$ cat src/rtl/spi_slave_if.sv
// Byte-side handshake between spi_slave and its producer/consumer (register wrapper or DMA).
// Transmit is valid/ready into a one-deep holding register; receive is hold/acknowledge.
interface spi_slave_if;
    logic [7:0] tx_data_i;
    logic       tx_valid_i;
    logic       tx_ready_o;
    logic [7:0] rx_data_o;
    logic       rx_valid_o;
    logic       rx_ack_i;

    modport slave (
        input  tx_data_i,
        input  tx_valid_i,
        output tx_ready_o,
        output rx_data_o,
        output rx_valid_o,
        input  rx_ack_i
    );

    modport master (
        output tx_data_i,
        output tx_valid_i,
        input  tx_ready_o,
        input  rx_data_o,
        input  rx_valid_o,
        output rx_ack_i
    );
endinterface

$ cat src/rtl/spi_slave.sv
// Oversampled SPI slave: pins synchronised into clk_i, bytes exchanged over spi_slave_if.
// Define SPI_SLAVE_STATUS_EN to implement the sticky overrun/underrun flags.
module spi_slave #(
    parameter bit       CPOL       = 1'b0,
    parameter bit       CPHA       = 1'b0,
    parameter bit [7:0] DEFAULT_TX = 8'hFF
) (
    input  logic       clk_i,
    input  logic       rst_i,
    input  logic       spi_clk_i,
    input  logic       spi_ss_i,
    input  logic       spi_mosi_i,
    output logic       spi_miso_o,
    output logic       spi_miso_oe_o,
    spi_slave_if.slave bus,
    output logic       busy_o,
    output logic       overrun_o,
    output logic       underrun_o
);

    typedef enum logic [0:0] {StIdle, StActive} state_e;

    // [0] metastable, [1] synchronised, [2] history for edge detection
    logic [2:0] sclk_q, ss_q, mosi_q;

    state_e     state_q, state_d;
    logic [2:0] bit_cnt_q, bit_cnt_d;
    logic [7:0] rx_shift_q, rx_shift_d;
    logic [7:0] tx_shift_q, tx_shift_d;
    logic       byte_done_q, byte_done_d;
    logic [7:0] tx_hold_q, tx_hold_d;
    logic       tx_full_q, tx_full_d;
    logic [7:0] rx_data_q, rx_data_d;
    logic       rx_valid_q, rx_valid_d;

    logic lead_edge, trail_edge, sample_edge, shift_edge, ss_fall, load_point;

    assign lead_edge   = (sclk_q[2] == CPOL) && (sclk_q[1] != CPOL);
    assign trail_edge  = (sclk_q[2] != CPOL) && (sclk_q[1] == CPOL);
    assign sample_edge = CPHA ? trail_edge : lead_edge;
    assign shift_edge  = CPHA ? lead_edge : trail_edge;
    assign ss_fall     = ss_q[2] & ~ss_q[1];

    always_ff @(posedge clk_i) begin
        if (rst_i) begin
            sclk_q      <= {3{CPOL}};
            ss_q        <= 3'b111;
            mosi_q      <= '0;
            state_q     <= StIdle;
            bit_cnt_q   <= '0;
            rx_shift_q  <= '0;
            tx_shift_q  <= '0;
            byte_done_q <= 1'b0;
            tx_hold_q   <= '0;
            tx_full_q   <= 1'b0;
            rx_data_q   <= '0;
            rx_valid_q  <= 1'b0;
        end else begin
            sclk_q      <= {sclk_q[1:0], spi_clk_i};
            ss_q        <= {ss_q[1:0], spi_ss_i};
            mosi_q      <= {mosi_q[1:0], spi_mosi_i};
            state_q     <= state_d;
            bit_cnt_q   <= bit_cnt_d;
            rx_shift_q  <= rx_shift_d;
            tx_shift_q  <= tx_shift_d;
            byte_done_q <= byte_done_d;
            tx_hold_q   <= tx_hold_d;
            tx_full_q   <= tx_full_d;
            rx_data_q   <= rx_data_d;
            rx_valid_q  <= rx_valid_d;
        end
    end

    always_comb begin
        state_d     = state_q;
        bit_cnt_d   = bit_cnt_q;
        rx_shift_d  = rx_shift_q;
        tx_shift_d  = tx_shift_q;
        byte_done_d = 1'b0;
        load_point  = 1'b0;

        unique case (state_q)
            StIdle: begin
                if (ss_fall) begin
                    state_d   = StActive;
                    bit_cnt_d = '0;
                    if (!CPHA) begin
                        load_point = 1'b1;
                    end
                end
            end
            StActive: begin
                if (ss_q[1]) begin
                    state_d    = StIdle;
                    bit_cnt_d  = '0;
                    rx_shift_d = '0;
                    tx_shift_d = '0;
                end else begin
                    if (sample_edge) begin
                        rx_shift_d  = {rx_shift_q[6:0], mosi_q[2]};
                        bit_cnt_d   = bit_cnt_q + 3'd1;
                        byte_done_d = (bit_cnt_q == 3'd7);
                    end
                    // A shift edge at a byte boundary reloads instead of shifting.
                    if (shift_edge) begin
                        if (bit_cnt_q == 3'd0) begin
                            load_point = 1'b1;
                        end else begin
                            tx_shift_d = {tx_shift_q[6:0], 1'b0};
                        end
                    end
                end
            end
            default: state_d = StIdle;
        endcase

        if (load_point) begin
            tx_shift_d = tx_full_q ? tx_hold_q : DEFAULT_TX;
        end
    end

    // Holding register and rx handshake; a consume takes the old contents, a same-cycle
    // write lands in the holding register afterwards.
    always_comb begin
        tx_hold_d  = tx_hold_q;
        tx_full_d  = tx_full_q;
        rx_data_d  = rx_data_q;
        rx_valid_d = rx_valid_q;

        if (load_point) begin
            tx_full_d = 1'b0;
        end
        if (bus.tx_valid_i && !tx_full_q) begin
            tx_hold_d = bus.tx_data_i;
            tx_full_d = 1'b1;
        end

        if (byte_done_q) begin
            rx_data_d  = rx_shift_q;
            rx_valid_d = 1'b1;
        end else if (bus.rx_ack_i) begin
            rx_valid_d = 1'b0;
        end
    end

`ifdef SPI_SLAVE_STATUS_EN
    logic overrun_q, underrun_q;

    always_ff @(posedge clk_i) begin
        if (rst_i) begin
            overrun_q  <= 1'b0;
            underrun_q <= 1'b0;
        end else begin
            if (byte_done_q && rx_valid_q && !bus.rx_ack_i) begin
                overrun_q <= 1'b1;
            end
            if (load_point && !tx_full_q) begin
                underrun_q <= 1'b1;
            end
        end
    end

    assign overrun_o  = overrun_q;
    assign underrun_o = underrun_q;
`else
    assign overrun_o  = 1'b0;
    assign underrun_o = 1'b0;
`endif

    assign busy_o         = (state_q == StActive);
    assign spi_miso_oe_o  = busy_o;
    assign spi_miso_o     = busy_o ? tx_shift_q[7] : DEFAULT_TX[7];
    assign bus.tx_ready_o = ~tx_full_q;
    assign bus.rx_data_o  = rx_data_q;
    assign bus.rx_valid_o = rx_valid_q;

endmodule
$ cat src/flat_wrapper.sv
// flat-port wrapper written by rule: the top's interface ports become plain ports
module spi_slave_flat 
#(
    parameter bit       CPOL       = 1'b0,
    parameter bit       CPHA       = 1'b0,
    parameter bit [7:0] DEFAULT_TX = 8'hFF
)
  (clk_i, rst_i, spi_clk_i, spi_ss_i, spi_mosi_i, spi_miso_o, spi_miso_oe_o, busy_o, overrun_o, underrun_o, bus_tx_data_i, bus_tx_valid_i, bus_tx_ready_o, bus_rx_data_o, bus_rx_valid_o, bus_rx_ack_i);
  spi_slave_if bus_i ();
  input  logic clk_i;
  input  logic rst_i;
  input  logic spi_clk_i;
  input  logic spi_ss_i;
  input  logic spi_mosi_i;
  output logic spi_miso_o;
  output logic spi_miso_oe_o;
  output logic busy_o;
  output logic overrun_o;
  output logic underrun_o;
  input wire logic [$bits(bus_i.tx_data_i)-1:0] bus_tx_data_i;
  input wire logic [$bits(bus_i.tx_valid_i)-1:0] bus_tx_valid_i;
  output wire logic [$bits(bus_i.tx_ready_o)-1:0] bus_tx_ready_o;
  output wire logic [$bits(bus_i.rx_data_o)-1:0] bus_rx_data_o;
  output wire logic [$bits(bus_i.rx_valid_o)-1:0] bus_rx_valid_o;
  input wire logic [$bits(bus_i.rx_ack_i)-1:0] bus_rx_ack_i;
  assign bus_i.tx_data_i = bus_tx_data_i;
  assign bus_i.tx_valid_i = bus_tx_valid_i;
  assign bus_tx_ready_o = bus_i.tx_ready_o;
  assign bus_rx_data_o = bus_i.rx_data_o;
  assign bus_rx_valid_o = bus_i.rx_valid_o;
  assign bus_i.rx_ack_i = bus_rx_ack_i;
  spi_slave #(.CPOL(CPOL), .CPHA(CPHA), .DEFAULT_TX(DEFAULT_TX)) u_core (.clk_i(clk_i), .rst_i(rst_i), .spi_clk_i(spi_clk_i), .spi_ss_i(spi_ss_i), .spi_mosi_i(spi_mosi_i), .spi_miso_o(spi_miso_o), .spi_miso_oe_o(spi_miso_oe_o), .bus(bus_i), .busy_o(busy_o), .overrun_o(overrun_o), .underrun_o(underrun_o));
endmodule
$ cat config.mk
export PLATFORM = sky130hd
export DESIGN_NAME = spi_slave_flat
export DESIGN_NICKNAME = d
export VERILOG_FILES = /design/src/rtl/spi_slave_if.sv /design/src/rtl/spi_slave.sv /design/src/flat_wrapper.sv
export SDC_FILE = /design/constraint.sdc
export NUM_CORES = 1
export LEC_CHECK = 0
export BUFFER_PORTS_ARGS = -buffer_cell sky130_fd_sc_hd__buf_2
export CAP_MARGIN = 20
export CORE_MARGIN = 1.5
export CORE_UTILIZATION = 40
export DETAILED_ROUTE_END_ITERATION = 16
export GPL_TIMING_DRIVEN = 0
export MAX_ROUTING_LAYER = met4
export PLACE_DENSITY = 0.61
export SETUP_SLACK_MARGIN = 0.3
export SLEW_MARGIN = 40
export SYNTH_ARGS = -nofsm -noshare
export SYNTH_HDL_FRONTEND = slang
export SYNTH_SLANG_ARGS = --single-unit
$ cat constraint.sdc
create_clock -name clk_i -period 1.49 [get_ports clk_i]
set_clock_uncertainty 0.05 [all_clocks]
set_input_delay 0.298 -clock clk_i [delete_from_list [all_inputs] [get_ports clk_i]]
set_output_delay 0.298 -clock clk_i [all_outputs]
set_load 0.1 [all_outputs]
==> flow_metrics.env, run 1 <==
export IMPL_ys_warnings_count=0
export IMPL_synth_top_family_by_area="simple AND/OR/NAND/NOR gates"
export IMPL_slew_headroom_pct=65.1
export IMPL_async_flop_share_pct=0
export IMPL_synthAdderAreaFrac_pct=2.05
export IMPL_grt_start_max_net_pins=14
export IMPL_pwr_share_comb_pct=11.1
export IMPL_clk_path_buf_depth=2
export IMPL_switching_share_pct=24.3
export IMPL_worstPathRequired_ns=1.14
export IMPL_synth_cells=182
export IMPL_die_w_um=70.6
export IMPL_critPathKind="register to primary output"
export IMPL_drtIter0Drc=54
export IMPL_instances_no_fill=276
export IMPL_rsz0062_at_grt="yes"
export IMPL_gr_usage_all_layers_pct=16.1
export IMPL_vdd_drop_max_mv=0.507
export IMPL_post_route_min_period_ns=1.39
export IMPL_cts_root_buffer="clkbuf_8"
export IMPL_worstPathMaxFanout=6
export IMPL_overflow=0
export IMPL_syn_cell_area_mm2=0.00183
export IMPL_fmax_mhz=719
export IMPL_dieHeight_um=70.6
export IMPL_drv_cap=0
export IMPL_grt_pass1_wl_mm=6.23
export IMPL_hold_class="input pin to register"
export IMPL_cts_hold_buffers=0
export IMPL_power_leakage_nw=0.994
export IMPL_ys_seq_elements=48
export IMPL_worstMarginPinSlew_ns=0.523
export IMPL_nets=241
export IMPL_synth_simple_area_share_pct=17.3
export IMPL_synth_edf_count=0
export IMPL_worst_path_largest_cell_delay_ns=0.37
export IMPL_core_area_mm2=0.00438
export IMPL_synth_area_top_cells="dfxtp_1 53%, mux2i_1 9.3%, nor2_1 6.4%"
export IMPL_via_per_inst=4.89
export IMPL_cp_slowest_cell="dfxtp_4"
export IMPL_yosys_cell_types_count=33
export IMPL_cp_arrival_ns=1.04
export IMPL_yosysSeqAreaShare_pct=52.6
export IMPL_htreeDepth=2
export IMPL_drc=0
export IMPL_maxSlewViolCount=0
export IMPL_pre_cts_ws_ns=-0.0185
export IMPL_diodes=0
export IMPL_pwr_share_seq_pct=56.0
export IMPL_cp_end_kind="primary output"
export IMPL_drt_pass1_iterations=6
export IMPL_switchingPower_w=0.000582
export IMPL_setup_viol=0
export IMPL_synthMuxAreaShare_pct=9.31
export IMPL_clk_pin_slew_ns=0.08
export IMPL_cts_sinks=48
export IMPL_fin_util_pct=57.6
export IMPL_cp_cell_sequence="buf_8 -> nand2b_4 -> buf_12"
export IMPL_worst_setup_path_start_kind="register"
export IMPL_hold_viol_final=0
export IMPL_finalCritPeriodShare_pct=93.3
export IMPL_insertion_delay_ns=0.30
export IMPL_route_vias_total=1350
export IMPL_cp_top_family="flip-flops"
export IMPL_dieArea_mm2=0.00498
export IMPL_rows=24
export IMPL_p_total_w=0.00239
export IMPL_ant_nets=0
export IMPL_tritoncts="built"
export IMPL_numCtsBuffers=5
export IMPL_grt_pass1_vias=1369
export IMPL_fillCellCount=393
export IMPL_crit_buf_inv=2
export IMPL_synth_common_cells="48 x dfxtp_1, 31 x nor2_1, 17 x mux2i_1, 11 x nor2b_1, 8 x a22oi_1"
export IMPL_worst_slack_ns=0.0993
export IMPL_yosysMostFrequentCell="dfxtp_1"
export IMPL_power_frac_clock_pct=32.9
export IMPL_routed_wl_mm=3.64
export IMPL_avgSynthCellArea_um2=10.0
export IMPL_drive_above_1_share_pct=40.2
export IMPL_antenna_found_initial=0
export IMPL_hpwl_mm=2.28
export IMPL_drt_wirelength_per_cell_um=13.2
export IMPL_netlist_top_cell_by_area="dfxtp_1"
export IMPL_placed_cells=262
export IMPL_synth_top_area_share_pct=52.6
export IMPL_synthXorXnorAreaFrac_pct=0
export IMPL_syn2layout_area_growth_pct=38.2
export IMPL_port_buffers=27
export IMPL_place_congestion=0.789
export IMPL_ioPinCount=30
export IMPL_synth_compound_area_share_pct=13.2
export IMPL_synth_flop_cell="dfxtp_1"
export IMPL_power_density_mw_per_mm2=947
export IMPL_cellInternalPower_w=0.00181
export IMPL_start_util_pct=41.7
export IMPL_status="finished, final reports clean"
path summary, 6_finish.rpt:
| kind | start | to | slack (ns) | cells after the start |
|---|---|---|---|---|
| worst max-delay path | u_core.busy_o | spi_miso_o | 0.1 | 3 |
| worst min-delay path | spi_ss_i | u_core.ss_q[0] | 0.12 | 2 |
| worst min register to register | u_core.ss_q[0] | u_core.ss_q[1] | 0.37 | 1 |
| worst max register to register | u_core.busy_o | u_core.tx_shift_q[1] | 0.12 | 5 |
power by group through the flow:
stage	clock [W]	sequential, W	combinational (W)
floorplan	0	0.00137	0.000161
global placement	0	0.00137	0.000211
detailed placement	0	0.00137	0.000213
CTS	0.000821	0.00134	0.000252
global route	0.000854	0.00134	0.000284
finish	0.000787	0.00134	0.000264
stage by stage:
step                      setup TNS, ns  instance area [µm²]  hold WS, ns
after floorplan                       0                 1860        0.339
after global placement          -0.0180                 2060        0.341
after detailed placement        -0.0533                 2060        0.350
after CTS                             0                 2450        0.115
after global routing                  0                 2530        0.122
final                                 0                 2530        0.124
cell usage in the layout, fill, tap and decap left out, types with 2 or more instances in the layout:
cell,count
dfxtp_1,34
nor2_1,31
mux2i_1,17
buf_2,15
buf_12,13
dfxtp_2,12
nor2b_1,9
buf_4,9
a22oi_1,8
o2bb2ai_1,7
inv_1,6
o21ai_2,6
clkbuf_8,6
clkbuf_1,4
nor3b_1,4
buf_6,3
nand2b_4,2
o21ai_1,2
clkbuf_2,2
nand4_1,2
a21oi_1,2
or2_2,2
nor3b_2,2
ha_2,2
conb_1,2
dfxtp_4,2
layer usage:
metal / part of all wire, % / track usage, % / up-vias / wire [µm]
li1: - / - / 696 / -
met1: 47 / 20.6 / 615 / 1700
met2: 47 / 23.9 / 32 / 1700
met3: 4.9 / 3.99 / 7 / 177
met4: 1.8 / 7.55 / 0 / 67
met5: 0 / - / - / 0
cells by family (layout without fill, tap and decap cells):
family | Yosys count | in the layout
buf+inv | 19 | 60
flops | 48 | 48
compound gates | 32 | 32
other cells | 1 | 2
fa+ha+maj | 3 | 3
simple gates | 62 | 62
mux | 17 | 17
state kept, by name, indices dropped and copies added (netlist names):
register               cells
u_core.tx_hold_q           8
u_core.mosi_q              3
u_core.tx_shift_q          8
u_core.sclk_q              3
u_core.ss_q                3
u_core.rx_shift_q          8
u_core.bus.rx_data_o       8
u_core.byte_done_q         1
u_core.bus.rx_valid_o      1
u_core.bit_cnt_q           3
u_core.tx_full_q           1
u_core.busy_o              1
area by class of cell:
class	count	area, µm²	share of cell area (%)
Buffer	12	86.3	3.42
Clock buffer	8	90.1	3.57
Inverter	7	31.3	1.24
Multi-Input combinational cell	116	887	35.1
Sequential cell	48	983	38.9
Tap cell	52	65.1	2.58
Timing Repair Buffer	33	383	15.2
what timing repair did:
| action | in CTS | in global routing |
|---|---|---|
| gates resized for setup | 78 | 17 |
| setup endpoints to repair | 34 | 46 |
| buffers inserted | 4 | 1 |
| pin swaps | 2 | 7 |
| cloned | 1 | 0 |
Power figures use the tool's default switching activity.
==> run 2: changes to the inputs <==
Settings changed: CTS_CLUSTER_SIZE from default to 28, PLACE_DENSITY 0.61 to default, PLACE_DENSITY_LB_ADDON from default to 0.05.
==> run 2 against run 1 <==
Net effect:
- clock-buffer cell count unchanged
- fmax is 1.0% higher
- die area is the same
- register-to-register slack gained 0.02 ns
- clock power increased by 19%
- design area rose by 7.6%
- combinational power is 7% higher
- critical endpoint unchanged
- highest routed layer unchanged
==> flow_metrics.env, run 2 (synthesized netlist as in run 1, its figures left out) <==
export IMPL_status="finished, final reports clean"
export IMPL_ant_nets=0
export IMPL_insertion_delay_ns=0.30
export IMPL_hpwl_mm=2.47
export IMPL_core_area_mm2=0.00438
export IMPL_ioPinCount=30
export IMPL_cp_slowest_cell="dfxtp_4"
export IMPL_fillCellCount=374
export IMPL_via_per_inst=5.01
export IMPL_nets=246
export IMPL_cp_end_kind="primary output"
export IMPL_routed_wl_mm=3.95
export IMPL_dieArea_mm2=0.00498
export IMPL_rr_endpoint="u_core.tx_shift_q[1]"
export IMPL_switching_share_pct=23.5
export IMPL_gr_usage_all_layers_pct=16.5
export IMPL_drc=0
export IMPL_r2r_setup_slack_ns=0.14
export IMPL_rsz0062_at_grt="yes"
export IMPL_post_route_min_period_ns=1.38
export IMPL_cts_root_buffer="clkbuf_8"
export IMPL_r2r_start="u_core.busy_o"
export IMPL_antenna_found_initial=0
export IMPL_cts_hold_buffers=0
export IMPL_min_from="spi_ss_i"
export IMPL_layout_commonest_cell="dfxtp_1"
export IMPL_pwr_share_seq_pct=52.4
export IMPL_place_congestion=0.763
export IMPL_power_frac_clock_pct=36.6
export IMPL_hold_viol_final=0
export IMPL_worstPathMaxFanout=6
export IMPL_holdPathEnd="u_core.ss_q[0]"
export IMPL_drv_cap=0
export IMPL_clk_pin_slew_ns=0.08
export IMPL_cts_sinks=48
export IMPL_switchingPower_w=0.000604
export IMPL_numCtsBuffers=5
export IMPL_drive_above_1_share_pct=50.7
export IMPL_rows=24
export IMPL_finalCritPeriodShare_pct=92.4
export IMPL_cp_arrival_ns=1.03
export IMPL_setup_viol=0
export IMPL_fmax_mhz=726
export IMPL_final_cell_mix="32 x dfxtp_1, 31 x nor2_1, 17 x mux2i_1, 15 x buf_2"
export IMPL_hold_class="input pin to register"
export IMPL_port_buffers=27
export IMPL_worstPathRequired_ns=1.14
export IMPL_start_util_pct=41.7
export IMPL_cp_cell_sequence="buf_8 -> nand2b_4 -> buf_12"
export IMPL_area_sequential_um2=988
export IMPL_fin_setup_tns_ns=0
export IMPL_power_density_mw_per_mm2=944
export IMPL_grt_start_max_net_pins=15
export IMPL_die_w_um=70.6
export IMPL_worstMarginPinSlew_ns=0.550
export IMPL_vdd_drop_max_mv=0.633
export IMPL_tritoncts="built"
export IMPL_syn2layout_area_growth_pct=48.7
export IMPL_pwr_share_comb_pct=11.0
export IMPL_diodes=0
export IMPL_worst_path_largest_cell_delay_ns=0.36
export IMPL_p_total_w=0.00257
export IMPL_reg2reg_depth=5
export IMPL_slew_headroom_pct=63.3
export IMPL_htreeDepth=2
export IMPL_drt_pass1_iterations=4
export IMPL_overflow=0
export IMPL_grt_pass1_wl_mm=6.33
export IMPL_worst_hold_path_num_cells=2
export IMPL_cellInternalPower_w=0.00196
export IMPL_worst_setup_path_start_kind="register"
export IMPL_dieHeight_um=70.6
export IMPL_power_leakage_nw=1.06
export IMPL_critPathKind="register to primary output"
export IMPL_grt_pass1_vias=1379
export IMPL_route_vias_total=1408
export IMPL_drtIter0Drc=70
export IMPL_clk_path_buf_depth=2
export IMPL_maxSlewViolCount=0
export IMPL_multi_input_area_um2=995
export IMPL_drt_wirelength_per_cell_um=14.0
## run 2: changes by cell type in the layout (fill, tap and decap cells not counted), moves of 3 or more
cell       before  now
o2bb2ai_1       7    2
nor3b_1         4    1
nor3b_2         2    6
a22oi_1         8    0
buf_6           3    6
a22oi_2         0    8
o2bb2ai_2       0    5
o21ai_4         0    3
## run 2: area by class of cell
type | count | share of cell area, %
sequential | 48 | 36.4
clock buffer | 8 | 4.47
timing repair buffer | 38 | 15.6
tap | 52 | 2.39
inverter | 7 | 1.15
buffer | 12 | 3.41
multi-input combinational | 116 | 36.6
## run 2: worst max-delay path by stage
stage	from	end	slack, ns
6_report	u_core.busy_o	spi_miso_o	0.11
5_1_grt	u_core.ss_q[1]	u_core.tx_shift_q[1]	0.05
4_1_cts	u_core.busy_o	spi_miso_o	0.11
3_5_place_dp	rst_i	u_core.bit_cnt_q[0]	0.02
3_3_place_gp	rst_i	u_core.tx_hold_q[6]	0.05
2_1_floorplan	u_core.busy_o	u_core.tx_shift_q[1]	0.03
## run 2: critical path: cells and delay by family (launching register included)
family,cells,cell delay (ns)
flip-flops,1,0.36
buffers and inverters,2,0.30
AND/OR/NAND/NOR,1,0.07
## run 2: layer usage
layer	wire [µm]	share of wire [%]	track usage, %	up-vias
met5	0	0	-	-
met4	46	1.2	5.87	0
met3	147	3.7	4.27	7
met2	1960	50	25.8	23
met1	1790	45	20.8	668
li1	-	-	-	710
## run 2: stage by stage
step	hold slack [ns]	cell area (µm²)	instances	util, %	worst slack, ns
after global routing	0.115	2720	281	62.0	0.0499
after floorplan	0.339	1860	183	-	0.0317
final	0.130	2720	281	62.0	0.113
after CTS	0.119	2530	278	57.7	0.106
after global placement	0.352	2060	262	47.1	0.0521
after detailed placement	0.362	2060	262	47.1	0.0168
## run 2: power by group through the flow
stage	Sequential, W	Clock (W)	Combinational [W]
finish	0.00134	0.000940	0.000282
global route	0.00135	0.00102	0.000301
CTS	0.00134	0.000964	0.000256
detailed placement	0.00137	0	0.000213
global placement	0.00137	0	0.000210
floorplan	0.00137	0	0.000161
## run 2: repair_timing
action                                  in CTS  in global routing
gates resized for setup                     85                 39
setup buffers                                6                  3
hold endpoints to repair                     0                  0
cloned                                       2                  0
pin swaps                                    2                  8
endpoints found under the setup margin      35                 46
